### src/rtl/nanov_alu_seq.sv
// nanov_alu_seq: bit-serial operand sequencer for the nanoV 1-bit ALU.
// Latches two WIDTH-bit operands and a 4-bit opcode, streams them LSB-first
// into the serial ALU, carries between bits, and collects the result bits.
//
// Ports:
//   clk, rstn              clock, async active-low reset
//   start, op, a_in, b_in  request (accepted when not busy) with its operands
//   busy, done, result     status and completed result
//   alu_op/alu_a/alu_b/alu_cy_in   drive to the serial ALU (from registers only)
//   alu_d/alu_cy_out/alu_lts       returned from the serial ALU
module nanov_alu_seq #(
  parameter int unsigned WIDTH = 32
) (
  input  logic             clk,
  input  logic             rstn,
  input  logic             start,
  input  logic [3:0]       op,
  input  logic [WIDTH-1:0] a_in,
  input  logic [WIDTH-1:0] b_in,
  output logic             busy,
  output logic             done,
  output logic [WIDTH-1:0] result,
  output logic [3:0]       alu_op,
  output logic             alu_a,
  output logic             alu_b,
  output logic             alu_cy_in,
  input  logic             alu_d,
  input  logic             alu_cy_out,
  input  logic             alu_lts
);

  localparam int unsigned CNT_W = (WIDTH > 1) ? $clog2(WIDTH) : 1;

  typedef enum logic [1:0] {
    S_IDLE = 2'd0,
    S_RUN  = 2'd1,
    S_DONE = 2'd2
  } state_e;

  state_e             state_q, state_d;
  logic               busy_q, busy_d;
  logic               done_q, done_d;
  logic [WIDTH-1:0]   a_sr_q, a_sr_d;
  logic [WIDTH-1:0]   b_sr_q, b_sr_d;
  logic [WIDTH-1:0]   res_sr_q, res_sr_d;
  logic [3:0]         op_q, op_d;
  logic [CNT_W-1:0]   cnt_q, cnt_d;
  logic               cy_q, cy_d;
  logic               cmp_q, cmp_d;

  logic               accept;
  logic               last_bit;
  logic               is_cmp;

  // New request is taken in any state except RUN.
  assign accept   = start && (state_q != S_RUN);
  assign last_bit = (state_q == S_RUN) && (cnt_q == CNT_W'(WIDTH - 1));
  // SLT (010) and SLTU (011) return only the compare flag.
  assign is_cmp   = (op_q[2:1] == 2'b01);

  // State register
  always_ff @(posedge clk or negedge rstn) begin
    if (!rstn) begin
      state_q <= S_IDLE;
    end else begin
      state_q <= state_d;
    end
  end

  // Next-state logic
  always_comb begin
    state_d = state_q;
    case (state_q)
      S_IDLE:  if (start) state_d = S_RUN;
      S_RUN:   if (last_bit) state_d = S_DONE;
      S_DONE:  state_d = start ? S_RUN : S_IDLE;
      default: state_d = S_IDLE;
    endcase
  end

  // Status outputs, decoded from the next state so they register in step
  always_comb begin
    busy_d = 1'b0;
    done_d = 1'b0;
    busy_d = (state_d == S_RUN);
    done_d = (state_d == S_DONE);
  end

  // Operand/result shift datapath
  always_comb begin
    a_sr_d   = a_sr_q;
    b_sr_d   = b_sr_q;
    res_sr_d = res_sr_q;
    op_d     = op_q;
    cnt_d    = cnt_q;
    cy_d     = cy_q;
    cmp_d    = cmp_q;
    if (accept) begin
      a_sr_d = a_in;
      b_sr_d = b_in;
      op_d   = op;
      cnt_d  = '0;
      // Carry-in of 1 supplies the +1 of the two's-complement subtract.
      cy_d   = op[1] | op[3];
    end else if (state_q == S_RUN) begin
      a_sr_d   = a_sr_q >> 1;
      b_sr_d   = b_sr_q >> 1;
      res_sr_d = {alu_d, res_sr_q[WIDTH-1:1]};
      cy_d     = alu_cy_out;
      cnt_d    = cnt_q + CNT_W'(1);
      if (last_bit) begin
        cnt_d = '0;
        // SLTU: no carry out of a + ~b + 1 means a < b (unsigned).
        if (is_cmp) begin
          cmp_d = op_q[0] ? ~alu_cy_out : alu_lts;
        end else begin
          cmp_d = 1'b0;
        end
      end
    end
  end

  // Datapath and status registers
  always_ff @(posedge clk or negedge rstn) begin
    if (!rstn) begin
      busy_q   <= 1'b0;
      done_q   <= 1'b0;
      a_sr_q   <= '0;
      b_sr_q   <= '0;
      res_sr_q <= '0;
      op_q     <= '0;
      cnt_q    <= '0;
      cy_q     <= 1'b0;
      cmp_q    <= 1'b0;
    end else begin
      busy_q   <= busy_d;
      done_q   <= done_d;
      a_sr_q   <= a_sr_d;
      b_sr_q   <= b_sr_d;
      res_sr_q <= res_sr_d;
      op_q     <= op_d;
      cnt_q    <= cnt_d;
      cy_q     <= cy_d;
      cmp_q    <= cmp_d;
    end
  end

  assign busy      = busy_q;
  assign done      = done_q;
  assign result    = is_cmp ? {{(WIDTH-1){1'b0}}, cmp_q} : res_sr_q;
  assign alu_op    = op_q;
  assign alu_a     = a_sr_q[0];
  assign alu_b     = b_sr_q[0];
  assign alu_cy_in = cy_q;

endmodule
### config.mk
export PLATFORM = sky130hd
export DESIGN_NAME = nanov_alu_seq
export DESIGN_NICKNAME = d
export VERILOG_FILES = /design/src/rtl/nanov_alu_seq.sv
export SDC_FILE = /design/constraint.sdc
export NUM_CORES = 1
export LEC_CHECK = 0
export CORE_MARGIN = 5
export CORE_UTILIZATION = 50
export CTS_CLUSTER_DIAMETER = 80
export DETAILED_ROUTE_END_ITERATION = 8
export PLACE_DENSITY = 0.8
export SLEW_MARGIN = 30
export SYNTH_ARGS = -nofsm -noshare
export SYNTH_HDL_FRONTEND = slang
export SYNTH_SLANG_ARGS = --single-unit
### constraint.sdc
create_clock -name clk -period 2.15 [get_ports clk]
set_input_delay 0.3225 -clock clk [delete_from_list [all_inputs] [get_ports clk]]
set_output_delay 0.3225 -clock clk [all_outputs]
set_load 0.01 [all_outputs]
==> Yosys cells after proc, flatten, opt, wreduce, memory -nomap -nowiden <==
Index checks and enable logic that the tools add are counted.
{ "totals": {"register_bits": 111, "input_bits": 74} }
{ "classes": {"reduce_logical": 6, "eq_ne": 7, "bitwise_logic": 3, "n_mux": 16, "add_sub_neg": 1} }
{ "ops": {"columns": ["operator", "count"], "rows": [
  ["32-bit two-way mux", 5],
  ["5-bit two-way mux", 3],
  ["2-bit by 1-bit equality test with 1-bit output (second input constant)", 3],
  ["2-bit one-hot mux with 3 select lines", 1],
  ["5-bit by 1-bit adder with 5-bit output (second input constant)", 1],
  ["5-bit equality test (second input constant)", 1],
  ["1-bit two-way mux", 5],
  ["2-bit equality test (second input constant)", 2],
  ["2-bit two-way mux", 2],
  ["3-bit AND reduction", 1],
  ["1-bit logical AND", 2],
  ["2-bit zero test", 1],
  ["2-bit by 1-bit inequality test with 1-bit output (second input constant)", 1],
  ["1-bit NOT", 2],
  ["2-bit AND reduction", 1],
  ["2-bit nonzero test", 1],
  ["1-bit OR", 1]
]} }

==> Depth between registers and ports, before layout <==
Gate-level depths: netlist of run 1.
{ "logic_depth": {"ltp_word": 5, "mapped_depth": 6} }

==> Worst setup path before layout of run 1 <==
OpenSTA, ideal clock, no wires.
{ "synth_timing": {"path_kind": "register -> register", "startpoint": "reg cnt_q[0]", "endpoint": "reg cnt_q[3]", "required_ps": 2086, "synth_period_minus_slack_ps": 1567, "slack_ps": 583, "path_stages_with_launch": 7, "arrival_ps": 1502, "setup_ps": 64, "path_cell_list": "dfrtp_1 -> ha_1 -> and3_1 -> ha_1 -> clkbuf_1 -> nor4b_1 -> a211o_1"} }
{ "synth_via": {"elab_chain_len": 5} }
{ "synth_lines": {"columns": ["element", "line_no", "source"], "rows": [
  ["start, declared", "47", "logic [CNT_W-1:0] cnt_q, cnt_d;"],
  ["start signal, assigned", "142", "cnt_q <= cnt_d;"],
  ["parallel branches: the longest is 2 deep, another holds 5-bit by 1-bit adder with 5-bit output", null, null],
  ["5-bit two-way mux *", "111", "if (last_bit) begin"],
  ["5-bit two-way mux *", "105", "end else if (state_q == S_RUN) begin"],
  ["5-bit two-way mux *", "98", "if (accept) begin"]
]} }
Mark *: on every way between the ends. The select of a mux whose other input is x is not followed.
A chain may end at the register's enable or synchronous reset.

==> Final worst setup path of run 1 <==
{ "layout_timing": {"startpoint": "reg op_q[2], in the netlist alu_op[2]", "endpoint": "out result[7]"} }
{ "layout_via": {"elab_chain_len": 2} }
{ "layout_lines": {"columns": ["element", "line_no", "source"], "rows": [
  ["start, declared", "46", "logic [3:0] op_q, op_d;"],
  ["start signal, assigned", "141", "op_q <= op_d;"],
  ["2-bit by 1-bit equality test with 1-bit output", "59", "assign is_cmp = (op_q[2:1] == 2'b01);"],
  ["32-bit two-way mux", "150", "assign result = is_cmp ? {{(WIDTH-1){1'b0}}, cmp_q} : res_sr_q;"],
  ["end, declared", "22", "output logic [WIDTH-1:0] result,"]
]} }
Every way passes these cells.

==> results.tsv, run 1 <==
stage	metric	value	unit
cells_and_area	ANT cells	0	
sta	setup TNS	0	ns
clocking	CTS H-tree lvls	3	
critical_path	Setup crit end	result[7]	
placement	RD Place Congestion	0.780	
yosys	FFs w/ async S/R, synth	1.00	
route	metal2 WL	5160	microns
route	wl on met1	4650	microns
floorplan	DIE WIDTH	110	microns
clocking	number of buffers on the longest clock path	2	
clocking	Reg clk slew, reported paths	0.10	ns
global_route	initial antenna violation count	0	
global_route	GRT overflow	0	
floorplan	core area	9820	sq um
yosys	Distinct cells, synth	29	
yosys	Post-synth EDFFs	0	
floorplan	initial core utilization	0.514	
floorplan	DIE AREA	12200	sq um
pwr	sequential power share	0.466	
global_route	Overall Global Routing Usage	0.176	
flow_run	max cap viols	0	
pwr	combinational share of power	0.360	
critical_path	crit path launch	alu_op[2]	
pwr	LEAKAGE	3.38	nW
critical_path	WP data required	1.83	ns
critical_path	R2R Setup Slk	0.45	ns
sta	Final Hold Fails	0	
route	per-cell routed wire length	14.3	microns
pwr	Pwr Total	7.52	mW
placement	detailed-placement wirelength estimate	7580	microns
cells_and_area	Final Instance Count excl. Fillers	744	
critical_path	Setup crit start kind	register	
sta	post-route clock period utilization	0.960	
cells_and_area	commonest non-fill, non-tap cells in the layout	164 x nand2_1, 111 x dfrtp_1, 94 x clkdlybuf4s50_1	
sta	Worst slew margin	0.522	
floorplan	die span in y	110	microns
critical_path	nature of the critical path endpoint	output pin	
route	routed wire length	10600	microns
clocking	TritonCTS buffer count	9	
yosys	Seq cells post-synth	111	
critical_path	critical-path maximum fanout	16	
placement	Placed Instances	725	
critical_path	kind of critical path	register to output pin	
yosys	mapped cell area	5040	sq um
outcome	outcome	completed	
route	top sig layer	met4	
route	Met3 Wirelength	594	microns
sta	RSZ-0062 raised after global routing	yes	
cells_and_area	fin nets	682	
floorplan	Cell Rows	36	
route	via count	3765	
cells_and_area	fillcell total	833	
route	ANT nets after route	0	
floorplan	io pins	115	
sta	clk_skew	0.00963	ns
critical_path	Worst EP arrival	1.74	ns
clocking	CTS Sinks	111	
sta	Slew @ Worst Pin	0.717	ns
clocking	TritonCTS clock tree	built	
yosys	Post-Syn Area per Cell	10.0	sq um
sta	post-layout min period	2.06	ns
route	TritonRoute pass-1 iters	6	
sta	f_max	484	MHz
global_route	first-pass GRT wire length	18100	microns
critical_path	R2R Path End	cnt_q[2]	
clocking	clk root buf	clkbuf_8	
pwr	Clock power frac	0.174	
yosys	Synth Flop Type	dfrtp_1	
clocking	Skew-Pair Late Insertion Delay	0.36	ns
cells_and_area	commonest non-fill, non-tap cell in the layout	nand2_1	
pwr	Int Pwr	5.03	mW
route	routed vias/inst	5.06	
cells_and_area	area delta synth->final	29.4	%
critical_path	Reg2Reg Depth	5	
pwr	P_sw	2.49	mW
global_route	maximum number of pins on one net before global-route repair	58	
clocking	# hold bufs at CTS	0	
yosys	sequential area share after synthesis	0.551	
route	DR iter-0 viols	141	
yosys	Syn Nets	579	
sta	pins over their slew limit	0	
yosys	synth warn	0	
sta	Finish-stage setup viols	0	
cells_and_area	layout cells sized above 1	0.0556	
critical_path	reg2reg start	cnt_q[0]	
global_route	vias in the first global route	3869	
yosys	Syn Inst Count	503	
placement	Port Buffers	114	
hold_path	worst min path class	input pin to asynchronous set/reset pin	
route	# DRC	0	
pwr	pwr dens	1150	nW/um^2
pwr	VDD IR-drop max	0.000547	V
pwr	Switching Share	0.331	
==> worst max-delay path: stages (launching register included) <==
cell,delay [ns]
dfrtp_1,0.41
nand2b_4,0.19
buf_8,0.15
and2_1,0.15
clkdlybuf4s50_1,0.47
==> cell families (layout without fill, tap and decap cells) <==
| logic type | after synthesis | count (layout) | synth area share |
|---|---|---|---|
| buf+inv | 36 | 144 | 0.0476 |
| simple gates | 211 | 211 | 0.182 |
| fa+ha+maj | 2 | 2 | 0.00496 |
| flops | 111 | 111 | 0.551 |
| compound gates | 75 | 75 | 0.0791 |
| mux | 68 | 68 | 0.136 |
==> Yosys cell counts, types with 2 or more instances <==
library cell / count / area share
nand2_1: 164 / 0.12
dfrtp_1: 111 / 0.55
mux2i_1: 64 / 0.13
o21ai_0: 39 / 0.039
and2_1: 33 / 0.041
o21ai_1: 26 / 0.026
buf_2: 9 / 0.0089
buf_6: 9 / 0.020
clkbuf_1: 7 / 0.0052
buf_4: 5 / 0.0074
mux2_2: 4 / 0.0089
nor4b_1: 4 / 0.0069
clkbuf_2: 3 / 0.0030
nor2_1: 3 / 0.0022
o22ai_1: 3 / 0.0037
a211o_1: 2 / 0.0035
and3_1: 2 / 0.0025
ha_1: 2 / 0.0050
inv_1: 2 / 0.0015
nand2b_1: 2 / 0.0025
==> flip-flops by register name (all words and copies together) (netlist names) <==
| signal | count |
|---|---|
| a_sr_q | 32 |
| alu_cy_in | 1 |
| alu_op | 4 |
| b_sr_q | 32 |
| busy | 1 |
| cmp_q | 1 |
| cnt_q | 5 |
| done | 1 |
| res_sr_q | 32 |
| state_q | 2 |
==> power groups by stage <==
stage          combinational [mW]  sequential, mW  clock [mW]
2_1_floorplan                1.64            3.39           0
3_3_place_gp                 2.59            3.49           0
3_5_place_dp                 2.73            3.53           0
4_1_cts                      2.77            3.51        1.35
5_1_grt                      3.06            3.63        1.44
6_report                     2.71            3.50        1.31
==> through the flow <==
step,utilization,instance area [sq um],hold slack (ns),setup WS [ns]
after CTS,0.657,6450,0.0960,0.0333
final,0.665,6530,0.0784,0.0859
after detailed placement,0.635,6230,0.470,0.320
after global placement,0.635,6230,0.460,0.417
after global routing,0.665,6530,0.136,-0.00871
after floorplan,-,5040,0.0269,0.583
==> worst min-delay path by stage <==
stage	startpoint	endpoint	cells past startpoint
2_1_floorplan	rstn	a_sr_q[0]	0
3_3_place_gp	a_sr_q[7]	a_sr_q[6]	2
3_5_place_dp	a_sr_q[3]	a_sr_q[2]	2
4_1_cts	rstn	res_sr_q[14]	2
6_report	rstn	res_sr_q[23]	2
5_1_grt	rstn	res_sr_q[14]	2
==> area by class of cell <==
cell class / instances / area [sq um] / area share
clock buffer: 12 / 135 / 0.0207
inverter: 2 / 7.51 / 0.00115
multi-input combinational: 356 / 2030 / 0.312
timing repair buffer: 126 / 1340 / 0.205
tap: 133 / 166 / 0.0255
sequential: 111 / 2780 / 0.426
clock inverter: 4 / 70.1 / 0.0107
==> layer usage <==
| layer | track usage | vias to the layer above |
|---|---|---|
| li1 | - | 1861 |
| met5 | 0 | - |
| met4 | 0.0681 | 0 |
| met3 | 0.0525 | 15 |
| met2 | 0.285 | 89 |
| met1 | 0.222 | 1800 |
==> timing repair <==
item	4_1_cts	5_1_grt
setup endpoints to repair	31	31
gates cloned	1	0
gates resized for setup	3	21
endpoints found under the hold margin	0	0
buffers inserted	0	2
Power figures use the tool's default switching activity.
==> inputs of run 2 (changes only) <==
- CTS_CLUSTER_DIAMETER: 80 -> 60
==> results of run 2 <==
Final layout, timing and power as in run 1 (identical DEF).
==> inputs of run 3 (changes only) <==
- CTS_CLUSTER_SIZE: not set -> 12
==> results of run 3 <==
Final layout, timing and power as in run 1 (identical DEF).
